--- src/rtl/mac_accum_signed_8bit.sv ---
// mac_accum_signed_8bit: signed 8x8 multiply with saturating frame accumulation.
// Ports: clk, rst (async, high), clear (sync abort), a/b + in_valid/in_ready (operand stream),
//        acc_out + out_valid/out_ready (frame sum), overflow (sticky saturation), count (beats taken).
module mult_signed_8bit (
  input  logic signed [7:0]  a,
  input  logic signed [7:0]  b,
  output logic signed [15:0] p
);
  assign p = 16'(a) * 16'(b);
endmodule

module mac_accum_signed_8bit #(
  parameter int LEN   = 8,
  parameter int ACC_W = 24,
  parameter int CNT_W = 4
) (
  input  logic                    clk,
  input  logic                    rst,
  input  logic                    clear,
  input  logic signed [7:0]       a,
  input  logic signed [7:0]       b,
  input  logic                    in_valid,
  output logic                    in_ready,
  output logic signed [ACC_W-1:0] acc_out,
  output logic                    out_valid,
  input  logic                    out_ready,
  output logic                    overflow,
  output logic [CNT_W-1:0]        count
);
  typedef enum logic [1:0] {ACC, DRAIN, HOLD} state_t;
  state_t                  r_state;
  logic signed [ACC_W-1:0] r_acc, r_prod;
  logic                    r_pv, r_ovf;
  logic [CNT_W-1:0]        r_cnt;
  logic signed [15:0]      w_prod;
  logic signed [ACC_W-1:0] w_ext, w_next;
  logic signed [ACC_W:0]   w_sum;
  logic                    w_beat, w_sat;

  mult_signed_8bit u_mult (.a(a), .b(b), .p(w_prod));

  assign w_ext  = ACC_W'(w_prod);
  assign w_beat = in_valid && (r_state == ACC);
  // One guard bit: sum overflowed iff the top two bits disagree; the guard bit gives the true sign.
  assign w_sum  = (ACC_W+1)'(r_acc) + (ACC_W+1)'(r_prod);
  assign w_sat  = w_sum[ACC_W] != w_sum[ACC_W-1];
  assign w_next = w_sat ? (w_sum[ACC_W] ? {1'b1, {(ACC_W-1){1'b0}}} : {1'b0, {(ACC_W-1){1'b1}}})
                        : w_sum[ACC_W-1:0];

  assign in_ready  = r_state == ACC;
  assign out_valid = r_state == HOLD;
  assign acc_out   = r_acc;
  assign overflow  = r_ovf;
  assign count     = r_cnt;

  always_ff @(posedge clk or posedge rst)
    if (rst) begin
      r_state <= ACC;
      r_acc   <= '0;
      r_prod  <= '0;
      r_pv    <= 1'b0;
      r_ovf   <= 1'b0;
      r_cnt   <= '0;
    end else if (clear) begin
      r_state <= ACC;
      r_acc   <= '0;
      r_pv    <= 1'b0;
      r_ovf   <= 1'b0;
      r_cnt   <= '0;
    end else begin
      r_pv <= w_beat;
      if (w_beat) r_prod <= w_ext;
      if (r_pv) begin
        r_acc <= w_next;
        if (w_sat) r_ovf <= 1'b1;
      end
      case (r_state)
        ACC:
          if (w_beat) begin
            r_cnt <= r_cnt + CNT_W'(1);
            if (r_cnt == CNT_W'(LEN-1)) r_state <= DRAIN;
          end
        DRAIN: r_state <= HOLD;
        HOLD:
          if (out_ready) begin
            r_state <= ACC;
            r_acc   <= '0;
            r_cnt   <= '0;
            r_ovf   <= 1'b0;
          end
        default: r_state <= ACC;
      endcase
    end
endmodule

--- config.mk ---
export PLATFORM = sky130hd
export DESIGN_NAME = mac_accum_signed_8bit
export DESIGN_NICKNAME = d
export VERILOG_FILES = /design/src/rtl/mac_accum_signed_8bit.sv
export SDC_FILE = /design/constraint.sdc
export NUM_CORES = 1
export LEC_CHECK = 0
export BUFFER_PORTS_ARGS = -buffer_cell sky130_fd_sc_hd__buf_2
export CAP_MARGIN = 15
export CORE_ASPECT_RATIO = 1.5
export CORE_UTILIZATION = 23
export DETAILED_ROUTE_END_ITERATION = 6
export HOLD_SLACK_MARGIN = 0.08
export SYNTH_ARGS = -nofsm -noshare
export SYNTH_HDL_FRONTEND = slang
export SYNTH_SLANG_ARGS = --single-unit
--- constraint.sdc ---
create_clock -name clk -period 5.5 [get_ports clk]
set_input_delay 0.275 -clock clk [delete_from_list [all_inputs] [get_ports clk]]
set_output_delay 0.275 -clock clk [all_outputs]
set_load 0.05 [all_outputs]
* Yosys cells after proc, flatten, opt, wreduce, memory -nomap -nowiden
Cells that the tools add are included.
** Storage, ports and cells
- Flip-flop bits (word level) :: 48
- Input port bits :: 21
- Output and inout port bits :: 31
** Operators by class
- Add/sub/neg operators :: 2
- Multiply operators :: 1
- Equal/unequal tests :: 7
- Mux-type cells :: 21
- Bitwise gates (word level) :: 1
- Reductions and logical operators :: 6
** Operators with widths (count)
- 24-bit two-way mux :: 6
- 24-bit by 16-bit adder with 25-bit output :: 1
- 8-bit by 8-bit multiplier with 16-bit output :: 1
- 4-bit two-way mux :: 3
- 3-bit by 2-bit != test with 1-bit output, second input constant :: 3
- 2-bit two-way mux :: 4
- 4-bit case mux with 2 select lines :: 1
- 1-bit two-way mux :: 6
- 2-bit case mux with 3 select lines :: 1
- 3-bit AND reduction :: 2
- 4-bit by 1-bit adder with 4-bit output, second input constant :: 1
- 4-bit by 3-bit == test with 1-bit output, second input constant :: 1
- 3-bit nonzero test :: 1
- 2-bit by 1-bit == test with 1-bit output, second input constant :: 1
- 2-bit == test, second input constant :: 1
- 2-bit logical NOT :: 1
- 2-bit AND reduction :: 1
- 1-bit logical AND :: 1
- 1-bit != test :: 1
- 1-bit NOT :: 1

* Logic depth before layout (Yosys ltp)
Gate-level depths: netlist (run 1).
- Word-level depth :: 7
- Depth in mapped cells :: 18
- Mapped depth without buffers :: 18

* Cells and area by module
A second synthesis (run 1) with hierarchy kept.
** Unflattened totals
- Cell total of the unflattened synthesis :: 596
- Area total of the unflattened synthesis :: 5605.4 um2
** By module, submodules not included
- mac_accum_signed_8bit :: instances 1, cells an instance 312, area each 3093.0 um2, sequential area each 1201.2 um2
- mult_signed_8bit :: instances 1, cells an instance 284, area each 2512.4 um2, sequential area each 0.0 um2

* Worst setup path before layout (run 1)
No wires, ideal clock.
- Path kind :: input -> register
- Start :: input port a[3]
- End :: register, netlist name r_prod[15]
- Library setup time :: 0.136 ns
- Arrival :: 3.945 ns
- Data required time :: 5.364 ns
- Slack :: 1.419 ns
- Stages :: 17
- Cell sequence :: and2_1 -> fa_1 -> inv_1 -> fa_1 -> inv_1 -> fa_1 -> inv_1 -> fa_1 -> inv_1 -> ha_1 -> inv_1 -> o21ai_0 -> a221o_1 -> a41oi_1 -> a21oi_1 -> xnor2_1 -> o21ai_0
** Between the ends
- Word-level cells in the longest chain between the ends :: 1
** Ends and longest elaborated chain
- start: declaration :: line 20 : input logic signed [7:0] a,
- 8-bit by 8-bit multiplier with 16-bit output :: line 9 : assign p = 16'(a) * 16'(b);
No other way between the ends.
A chain may end at the register's enable or synchronous reset.

* Worst setup path in the final report (run 1)
- Start :: input port a[3]
- End :: register r_prod[14]
** Between the ends
- Word-level cells in the longest chain between the ends :: 1
** Ends and longest elaborated chain
- 8-bit by 8-bit multiplier with 16-bit output :: line 9
- end signal: assignment :: line 72 : if (w_beat) r_prod <= w_ext;
- end: declaration :: line 32 : logic signed [ACC_W-1:0] r_acc, r_prod;
No other way between the ends.

==> metrics.md, run 1 <==
| Metric | Value |
|---|---|
| Status | `complete, no violations` |
| Max frequency | `239 MHz` |
| TritonRoute pass-1 iters | `4` |
| Syn Nets | `771` |
| Clock slew at reported path FFs | `0.07 ns` |
| Cell Rows | `71` |
| Reg power frac | `0.189` |
| CP startpoint kind | `primary input` |
| Die area | `26100 um2` |
| Finished Core Util | `0.264` |
| Multi-input logic area | `4090 um2` |
| Asr flop ratio synth | `1.00` |
| Setup crit end kind | `flop` |
| Net Sw Frac | `0.472` |
| Skew-Pair Late Insertion Delay | `0.30 ns` |
| Hpwl dp | `10500 um` |
| P_leak | `3.15 nW` |
| Crit Path Class | `primary input to flop` |
| Required time worst endpoint | `5.74 ns` |
| Initial antenna violation count | `0` |
| DRT iter0 DRCs | `172` |
| Routed via count | `4387` |
| Final Skew | `0.00561 ns` |
| Final-report setup violation count | `0` |
| Fin crit period | `4.18 ns` |
| Root Driver | `clkbuf_16` |
| Htree depth | `2` |
| CP peak stage delay | `0.53 ns` |
| Worst R2R Setup Slack | `1.73 ns` |
| Sw Pwr | `1.25 mW` |
| Sink Count | `48` |
| Worst slew margin | `0.538` |
| CP max stage cell | `fa_1` |
| Layout cell share with drive strength beyond 1 | `0.149` |
| Logic pwr share | `0.655` |
| R2R Path Start | `acc_out[0]` |
| CTS Buf Count | `5` |
| CTS tree | `built` |
| Period utilization | `0.760` |
| Crit path cell chain | `buf_2 > and2_1 > fa_1 > inv_1 > fa_1 > inv_1 > fa_1 > inv_1 > fa_1 > inv_1 > ha_1 > o21ai_0 > a21oi_1 > o21a_1 > o21a_1 > o211ai_1 > a2111oi_0 > nand3b_1` |
| FF/Latch Area | `1200 um2` |
| Post-DRT Antenna Nets | `0` |
| Vias in the first global route | `4534` |
| # IOs | `52` |
| # diodes | `0` |
| DRC Markers | `0` |
| Die Wd | `132 um` |
| Ys Warns | `0` |
| Fin Setup TNS | `0 ns` |
| Die span in y | `197 um` |
| Post-Synthesis Cells | `640` |
| Vias per cell | `4.31` |
| Global-route wire length before repair | `21900 um` |
| Maxcap violations | `0` |
| Fill count | `2715` |
| Clk buf depth | `2` |
| DP Worst Slack | `0.985 ns` |
| Synth Area per Inst | `9.14 um2` |
| Post-layout nets | `820` |
| Hold Crit Start | `clear` |
| Synth Flop Type | `dfrtp_1` |
| RD Place Congestion | `0.811` |
| Area Overhead vs Synth | `13.1%` |
| Peak VDD IR | `0.149 mV` |
| Clock share of power | `0.156` |
| Global-route usage over all layers | `0.103` |
| #FFs+latches synth | `48` |
| Worst Path Max Fanout | `8` |
| Port bufs | `51` |
| Largest net degree at the start of global routing | `49` |
| Core area | `25100 um2` |
| Initial Utilization | `0.233` |
| Power per cell area | `400 nW/um2` |
| Pins Over Slew Limit | `0` |
| Worst setup startpoint | `a[3]` |
| Worst Path Arrival | `4.41 ns` |
| Tightest Pin Transition | `0.691 ns` |
| Internal power | `1.40 mW` |
| RSZ-0062 raised after global routing | `false` |
| HP Class | `primary input to flop` |
| Final hold violation count | `0` |
| Post-Synthesis Cell Area | `5850 um2` |
| Synth unique cells | `63` |
| Post-CTS Setup Inserts | `0` |
| Post-synth EDFFs | `0` |
| Worst setup margin | `1.32 ns` |
| Sequential area share after synthesis | `0.205` |
| Final WL | `12700 um` |
| GRT overflow | `0` |
| Avg WL per Cell | `12.5 um` |
## worst max-delay path: cells and delay by family
kind	cells	cell delay, ns
fa+ha+maj	5	2.34
simple gates	2	0.33
compound gates	6	1.10
buf+inv	5	0.35
## area by class of cell
type	count	share of cell area
well taps	328	0.0620
inverters	109	0.0618
multi-input cells	469	0.619
repair buffers	56	0.0465
clock buffers	5	0.0189
flip-flops and latches	48	0.182
clock inverters	3	0.0104
## flip-flops by register name, summed over array words and instances (netlist names)
name	cells
overflow	1
r_state	2
r_prod	16
acc_out	24
count	4
r_pv	1
## metal layers
layer,global-route usage,share of wire,vias to the layer above
met4,0.0307,0.013,0
met1,0.128,0.46,2100
li1,-,-,2211
met3,0.00898,0.021,9
met2,0.188,0.50,67
met5,0,0,-
## through the flow
stage	instance area, um2	hold WS (ns)	power, mW	instances
2_1_floorplan	5850	0.341	1.93	640
3_3_place_gp	6390	0.468	2.22	1008
3_5_place_dp	6390	0.465	2.25	1008
4_1_cts	6590	0.181	2.68	1016
5_1_grt	6620	0.186	2.93	1018
6_report	6620	0.187	2.64	1018
## power by group through the flow
stage	combinational [mW]	sequential (mW)	clock, mW
6_report	1.73	0.500	0.412
3_5_place_dp	1.75	0.507	0
2_1_floorplan	1.35	0.577	0
4_1_cts	1.76	0.500	0.423
3_3_place_gp	1.71	0.507	0
5_1_grt	1.98	0.511	0.436
## synthesized netlist by cell type, drive strengths merged (10+ instances only)
cell    number  share of area
a21oi       30          0.026
xor2        11          0.016
a21o        10          0.013
and2        45          0.049
inv        108          0.069
dfrtp       48           0.21
nand2       52          0.033
fa          56           0.19
a211oi      28          0.054
o21ai       29          0.025
xnor2       22          0.033
nor2        49          0.031
ha          54           0.12
## cell usage in the layout (no fill, tap or decap), drive strengths merged, types with 2 or more instances in the layout
cell type  netlist  routed
inv            108     109
fa              56      56
buf              5      55
ha              54      54
nand2           52      52
nor2            49      49
dfrtp           48      48
and2            45      45
a21oi           30      30
o21ai           29      29
a211oi          28      28
xnor2           22      22
xor2            11      11
a21o            10      10
nor3             9       9
o21a             9       9
nand2b           5       5
o211ai           5       5
clkbuf           8       5
and3             5       5
nand3            5       5
o31ai            4       4
a41oi            4       4
a31oi            4       4
nand3b           3       3
nor2b            3       3
mux2i            3       3
nand4b           2       2
o21bai           2       2
bufinv           0       2
a2111oi          2       2
a22o             2       2
## kinds of logic (layout without fill, tap and decap cells)
kind of cell,count (synthesis),after routing,share of synthesized area
AND/OR/NAND/NOR,184,184,0.156
flip-flops,48,48,0.205
AO/OA/AOI/OAI,138,138,0.181
adder cells (fa/ha/maj),110,110,0.307
multiplexers,4,4,0.00706
XOR/XNOR,33,33,0.0494
buffers and inverters,123,173,0.0946
## path summary, 6_finish.rpt
check,end,cells past startpoint
min,r_state[1],2
max reg2reg,acc_out[22],11
min reg2reg,r_state[0],1
min in group asynchronous,count[3],3
max in group asynchronous,acc_out[12],4
max,r_prod[14],18
## timing repair
action | 4_1_cts | 5_1_grt
resized for setup | 0 | 0
hold buffers | 0 | 1
hold endpoints to repair | 0 | 6
Note: power is estimated with default switching activity, not from simulation.
==> run 2: changes to the inputs <==
--- a/config.mk
+++ b/config.mk
@@ -5,6 +5,7 @@
 export SDC_FILE = /design/constraint.sdc
 export NUM_CORES = 1
 export LEC_CHECK = 0
+export ABC_AREA = 1
 export BUFFER_PORTS_ARGS = -buffer_cell sky130_fd_sc_hd__buf_2
 export CAP_MARGIN = 15
 export CORE_ASPECT_RATIO = 1.5
==> constraint.sdc (replaced) <==
create_clock -name clk -period 4.01 [get_ports clk]
set_input_delay 0.2005 -clock clk [delete_from_list [all_inputs] [get_ports clk]]
set_output_delay 0.2005 -clock clk [all_outputs]
set_load 0.05 [all_outputs]
==> run 2 against run 1 <==
The run now ends with DRC left. Clock skew shrank 0.0023 ns. Via count grew 29%. Core utilization grew 1.4 points. Die area grew 10%. Cell area grew 15%. Global-route usage grew 1.5 points. Combinational power grew 130%. Critical endpoint is now r_prod[12].
==> metrics.md, run 2 <==
| Metric | Value |
|---|---|
| Post-Layout Inst Area | `7630 um2` |
| Avg WL per Cell | `12.0 um` |
| Global-route usage over all layers | `0.118` |
| Post-layout nets | `1129` |
| Max reg flops | `24` |
| Core area | `27400 um2` |
| TritonRoute pass-1 iters | `6` |
| Vias per cell | `4.21` |
| Fin Hold WS | `0.156 ns` |
| Worst Path Arrival | `3.93 ns` |
| Crit Path Class | `primary input to flop` |
| Status | `finished with violations` |
| CP peak stage delay | `0.55 ns` |
| Max frequency | `264 MHz` |
| Dominant cell by count in the synthesized netlist | `nand2_1` |
| Cell taking the most area after synthesis | `dfrtp_1` |
| Synth Flop Type | `dfrtp_1` |
| Fin Setup TNS | `0 ns` |
| Post-Synthesis Cells | `921` |
| Root Driver | `clkbuf_16` |
| Hpwl dp | `13700 um` |
| Die Wd | `139 um` |
| Asr flop ratio synth | `1.00` |
| Worst r2r path cells | `14` |
| CP max stage cell | `fa_1` |
| Global-route wire length before repair | `27300 um` |
| Synth unique cells | `35` |
| Worst setup margin | `0.228 ns` |
| Port bufs | `51` |
| M3 GR Usage | `0.0120` |
| Failing checks | `DRC` |
| Crit path cell chain | `buf_2 > inv_2 > or2_2 > fa_1 > fa_1 > inv_1 > fa_1 > inv_1 > fa_1 > inv_1 > ha_4 > a21oi_2 > o21ai_2 > a21oi_2 > nor2_1 > nor2_1 > xor2_1 > o21ai_0` |
| Post-DRT Antenna Nets | `0` |
| P_leak | `4.44 nW` |
| RD Place Congestion | `0.903` |
| M1 GR Usage | `0.116` |
| Initial antenna violation count | `0` |
| Routed via count | `5639` |
| Worst Path Max Fanout | `7` |
| DRT iter0 DRCs | `197` |
| Synth top area cells | `dfrtp_1 (19%), fa_1 (17%), nand2_1 (14%), inv_1 (12%), ha_1 (10%)` |
| Final Skew | `0.00330 ns` |
| DP Area | `7360 um2` |
| Largest net degree at the start of global routing | `49` |
| Cell Rows | `74` |
| Critical Path Most Common Cell | `fa_1` |
| Post-synth EDFFs | `0` |
| # IOs | `52` |
| Maxcap violations | `0` |
| Synth top cells by count | `nand2_1 (234), inv_1 (209), nor2_1 (69)` |
| Layout cell share with drive strength beyond 1 | `0.192` |
| Post-Synthesis Cell Area | `6450 um2` |
| Pins Over Slew Limit | `0` |
| Power per cell area | `690 nW/um2` |
| CTS Buf Count | `5` |
| Final WL | `16100 um` |
| CP startpoint kind | `primary input` |
| CTS tree | `built` |
| Met2 usage | `0.244` |
| Required time worst endpoint | `4.16 ns` |
| Syn Nets | `1052` |
| WHS Path Cells | `3` |
| Sequential area share after synthesis | `0.186` |
| Fin crit period | `3.78 ns` |
| Commonest non-fill, non-tap cell in the layout | `nand2_1` |
| Die area | `28700 um2` |
| Commonest non-fill, non-tap cells in the layout | `nand2_1 (229), inv_1 (205), nor2_1 (67)` |
| DRC Markers | `4` |
| Ys Warns | `0` |
| # diodes | `0` |
| Clock slew at reported path FFs | `0.07 ns` |
| Skew-Pair Late Insertion Delay | `0.30 ns` |
| Htree depth | `2` |
| Initial Utilization | `0.235` |
| Synth Area per Inst | `7.00 um2` |
| HP Class | `primary input to flop` |
| Tightest Pin Transition | `0.958 ns` |
| Fill count | `3020` |
| Die span in y | `207 um` |
| Sink Count | `48` |
| Final hold violation count | `0` |
| Final-report setup violation count | `0` |
| Design Power | `5.27 mW` |
| Setup crit end kind | `flop` |
| Worst slew margin | `0.362` |
| Peak VDD IR | `0.267 mV` |
| #FFs+latches synth | `48` |
| RSZ-0062 raised after global routing | `true` |
| GRT busiest layer | `met2` |
| Vias in the first global route | `5840` |
| Synth top area share | `0.186` |
| DP Worst Slack | `-0.193 ns` |
| Period utilization | `0.943` |
| Clk buf depth | `2` |
| Area Overhead vs Synth | `18.4%` |
| GRT overflow | `0` |
run 2: cell count changes after synthesis, sizes merged, moves of 9 or more:
cell | before | now
clkbuf | 8 | 20
or2 | 1 | 20
o21a | 9 | 0
a211oi | 28 | 0
a21o | 10 | 1
and2 | 45 | 2
nand3 | 5 | 48
nand2 | 52 | 247
inv | 108 | 211
nor2 | 49 | 95
run 2: path summary, 6_finish.rpt:
| path | start | endpoint | slack (ns) |
|---|---|---|---|
| max in group asynchronous | rst | acc_out[10] | 3.12 |
| hold reg to reg | r_prod[0] | r_prod[0] | 0.49 |
| hold / removal | in_valid | r_state[0] | 0.16 |
| setup reg to reg | acc_out[0] | acc_out[7] | 1.36 |
| min in group asynchronous | rst | acc_out[20] | 0.40 |
| setup / recovery | b[7] | r_prod[12] | 0.23 |
run 2: kinds of logic (layout without fill, tap and decap cells):
family,count (synthesis),after routing,share of synthesized area
XOR/XNOR,30,30,0.0407
multiplexers,1,1,0.00155
AO/OA/AOI/OAI,67,67,0.0565
buffers and inverters,236,314,0.142
adder cells (fa/ha/maj),110,110,0.279
flip-flops,48,48,0.186
AND/OR/NAND/NOR,429,429,0.294
run 2: area by class of cell:
type,instances,area [um2],share of cell area
Timing Repair Buffer,95,601,0.0787
Tap cell,342,428,0.0560
Clock inverter,2,38.8,0.00508
Inverter,211,792,0.104
Multi-Input combinational cell,637,4440,0.581
Sequential cell,48,1200,0.157
Clock buffer,6,139,0.0182
run 2: metal layers:
layer  up-vias  share of wire
li1       2909              -
met1      2631           0.37
met2        68           0.57
met3        31          0.024
met4         0          0.032
met5         -              0
run 2: stage by stage:
stage          std cells   util
2_1_floorplan        921      -
3_3_place_gp        1331  0.269
3_5_place_dp        1331  0.269
4_1_cts             1339  0.275
5_1_grt             1341  0.279
6_report            1341  0.279
run 2: critical path: cells and delay by family:
kind / cells / cell delay (ns)
AOI/OAI and AO/OA: 4 / 0.46
buffers and inverters: 5 / 0.33
adders and majority gates: 5 / 2.35
and+or+nand+nor: 3 / 0.45
xor gates and xnor gates: 1 / 0.14
run 2: what timing repair did:
item	in CTS	in global routing
buffers inserted	0	0
hold buffers	0	1
endpoints found under the hold margin	0	12
setup endpoints to repair	0	5
resized for setup	0	21
run 2: report_power, final:
part | switching [mW] | internal, mW | leakage, nW
clock | 0.198 | 0.313 | 0.0871
combinational | 2.40 | 1.58 | 3.73
sequential | 0.146 | 0.629 | 0.620
==> run 3: changes to the inputs <==
--- a/config.mk
+++ b/config.mk
@@ -7,11 +7,14 @@
 export LEC_CHECK = 0
 export ABC_AREA = 1
 export BUFFER_PORTS_ARGS = -buffer_cell sky130_fd_sc_hd__buf_2
-export CAP_MARGIN = 15
+export CELL_PAD_IN_SITES_DETAIL_PLACEMENT = 0
+export CELL_PAD_IN_SITES_GLOBAL_PLACEMENT = 2
 export CORE_ASPECT_RATIO = 1.5
 export CORE_UTILIZATION = 23
 export DETAILED_ROUTE_END_ITERATION = 6
 export HOLD_SLACK_MARGIN = 0.08
+export PLACE_DENSITY_LB_ADDON = 0.1
 export SYNTH_ARGS = -nofsm -noshare
 export SYNTH_HDL_FRONTEND = slang
+export SYNTH_HIERARCHICAL = 1
 export SYNTH_SLANG_ARGS = --single-unit
==> run 3 against run 2 <==
The run still ends with DRC left. Non-clock buffer count grew 1. Critical path type unchanged. Critical endpoint is now r_prod[15]. Register-to-register slack lost 0.31 ns. Worst setup slack gained 0.058 ns. Highest routed layer unchanged. Wire length grew 27%.
==> metrics.md, run 3 <==
| Metric | Value |
|---|---|
| Design Power | `4.52 mW` |
| Clock slew at reported path FFs | `0.07 ns` |
| Placed insts | `1356` |
| CP peak stage delay | `0.55 ns` |
| Synth top area cells | `dfrtp_1 (19%), fa_1 (17%), nand2_1 (17%), inv_1 (11%), ha_1 (11%)` |
| Synth top cells by count | `nand2_1 (287), inv_1 (195), nor2_1 (94)` |
| Ys Warns | `6` |
| Hpwl dp | `17700 um` |
| Cell Rows | `74` |
| Max frequency | `269 MHz` |
| Post-Synthesis Cells | `945` |
| Area Overhead vs Synth | `17.4%` |
| Critical Path Most Common Cell | `nand2_1` |
| Global-route wire length before repair | `33300 um` |
| CP max stage cell | `fa_1` |
| Vias in the first global route | `6239` |
| Final-report setup violation count | `0` |
| Commonest non-fill, non-tap cells in the layout | `nand2_1 (287), inv_1 (194), nor2_1 (93)` |
| Maxcap violations | `0` |
| Commonest non-fill, non-tap cell in the layout | `nand2_1` |
| Sequential area share after synthesis | `0.187` |
| DP Worst Slack | `-0.136 ns` |
| RSZ-0062 raised after global routing | `false` |
| Final hold violation count | `0` |
| CTS tree | `built` |
| Largest net degree at the start of global routing | `49` |
| Failing checks | `DRC` |
| Fin Hold WS | `0.0567 ns` |
| Fin cells | `1364` |
| Asr flop ratio synth | `1.00` |
| DRC Markers | `5` |
| Period utilization | `0.929` |
| Initial antenna violation count | `0` |
| P_leak | `4.38 nW` |
| Cts hold-fix bufs | `0` |
| Synth Flop Type | `dfrtp_1` |
| Sink Count | `48` |
| Setup crit end kind | `flop` |
| GRT overflow | `0` |
| Syn Nets | `1076` |
| Clk buf depth | `2` |
| RD Place Congestion | `0.788` |
| Root Driver | `clkbuf_16` |
| Worst R2R Setup Slack | `1.05 ns` |
| Crit Path Class | `primary input to flop` |
| CP startpoint kind | `primary input` |
| Die area | `28500 um2` |
| Routed via count | `5731` |
| Worst slew margin | `0.467` |
| Post-synth EDFFs | `0` |
| Die span in y | `206 um` |
| Post-Layout Inst Area | `7520 um2` |
| Worst Path Arrival | `3.92 ns` |
| Synth unique cells | `34` |
| Pins Over Slew Limit | `0` |
| TritonRoute pass-1 iters | `6` |
| Synth Area per Inst | `6.78 um2` |
| CTS Buf Count | `5` |
| Worst setup margin | `0.286 ns` |
| Power per cell area | `601 nW/um2` |
| Global-route usage over all layers | `0.154` |
| DP Area | `7310 um2` |
| Final WL | `20300 um` |
| Max reg flops | `24` |
| Skew-Pair Late Insertion Delay | `0.31 ns` |
| #FFs+latches synth | `48` |
| Crit path cell chain | `buf_2 > inv_1 > or2_2 > fa_1 > fa_1 > inv_1 > fa_1 > inv_1 > fa_1 > inv_1 > ha_4 > nand2_1 > nor2_1 > nand2_1 > nor2_2 > nor2_2 > nand3_1 > nand2_1 > nand2_1 > nand2_1` |
| Initial Utilization | `0.235` |
| Core area | `27300 um2` |
| Vias per cell | `4.20` |
| Htree depth | `2` |
| Required time worst endpoint | `4.21 ns` |
| Status | `finished with violations` |
| Die Wd | `138 um` |
| DRT iter0 DRCs | `216` |
| Fin crit period | `3.72 ns` |
| Post-DRT Antenna Nets | `0` |
| Layout cell share with drive strength beyond 1 | `0.127` |
| Final Skew | `0.00801 ns` |
| # diodes | `0` |
| Port bufs | `51` |
| HP Class | `primary input to async pin` |
| Synth top area share | `0.187` |
| Tightest Pin Transition | `0.799 ns` |
| Worst Path Max Fanout | `4` |
| Cell taking the most area after synthesis | `dfrtp_1` |
| Peak VDD IR | `0.178 mV` |
| Avg WL per Cell | `14.9 um` |
| Post-layout nets | `1153` |
| # IOs | `52` |
| Post-Synthesis Cell Area | `6410 um2` |
| Dominant cell by count in the synthesized netlist | `nand2_1` |
run 3: per-stage QoR:
stage	util	TNS (ns)
2_1_floorplan	-	0
3_3_place_gp	0.268	-0.324
3_5_place_dp	0.268	-0.522
4_1_cts	0.274	0
5_1_grt	0.275	0
6_report	0.275	0
run 3: worst paths after layout:
| path | depth (start not counted) | endpoint | start |
|---|---|---|---|
| max | 20 | r_prod[15] | b[7] |
| min in group clk | 4 | r_state[1] | out_ready |
| min reg2reg | 2 | r_prod[8] | r_prod[8] |
| max in group asynchronous | 3 | acc_out[8] | rst |
| min | 3 | acc_out[16] | rst |
| max reg2reg | 12 | acc_out[16] | acc_out[0] |
run 3: cell families after synthesis:
group                    share of synthesized area
AND/OR/NAND/NOR                              0.293
XOR/XNOR                                    0.0355
AO/OA/AOI/OAI                               0.0705
buffers and inverters                        0.132
flip-flops                                   0.187
adder cells (fa/ha/maj)                      0.280
multiplexers                               0.00156
run 3: cell type report:
| cell class | instances | area [um2] |
|---|---|---|
| fill | 3120 | 19800 |
| multi-input combinational | 675 | 4380 |
| sequential | 48 | 1200 |
| inverter | 196 | 736 |
| timing repair buffer | 96 | 593 |
| tap | 342 | 428 |
| clock buffer | 5 | 125 |
| clock inverter | 2 | 60.1 |
run 3: critical path, delay by kind of cell:
family	cells	cell delay [ns]
adder cells (fa/ha/maj)	5	2.39
buffers and inverters	5	0.31
AND/OR/NAND/NOR	10	1.03
run 3: power breakdown:
part / leakage, nW / internal (mW) / switching [mW] / total (mW)
Clock: 0.0899 / 0.355 / 0.209 / 0.564
Combinational: 3.66 / 1.26 / 1.98 / 3.25
Sequential: 0.628 / 0.594 / 0.112 / 0.706
Total: 4.38 / 2.21 / 2.31 / 4.52
run 3: routing by layer:
| layer | track usage | up-vias | routed length (um) |
|---|---|---|---|
| li1 | - | 2997 | - |
| met2 | 0.351 | 48 | 12700 |
| met5 | 0 | - | 0 |
| met4 | 0.0417 | 0 | 305 |
| met3 | 0.00996 | 14 | 171 |
| met1 | 0.140 | 2672 | 7160 |
run 3: timing repair:
| item | in CTS | in global routing |
|---|---|---|
| resized for setup | 0 | 3 |
| buffers inserted | 0 | 1 |
| endpoints found under the setup margin | 0 | 1 |
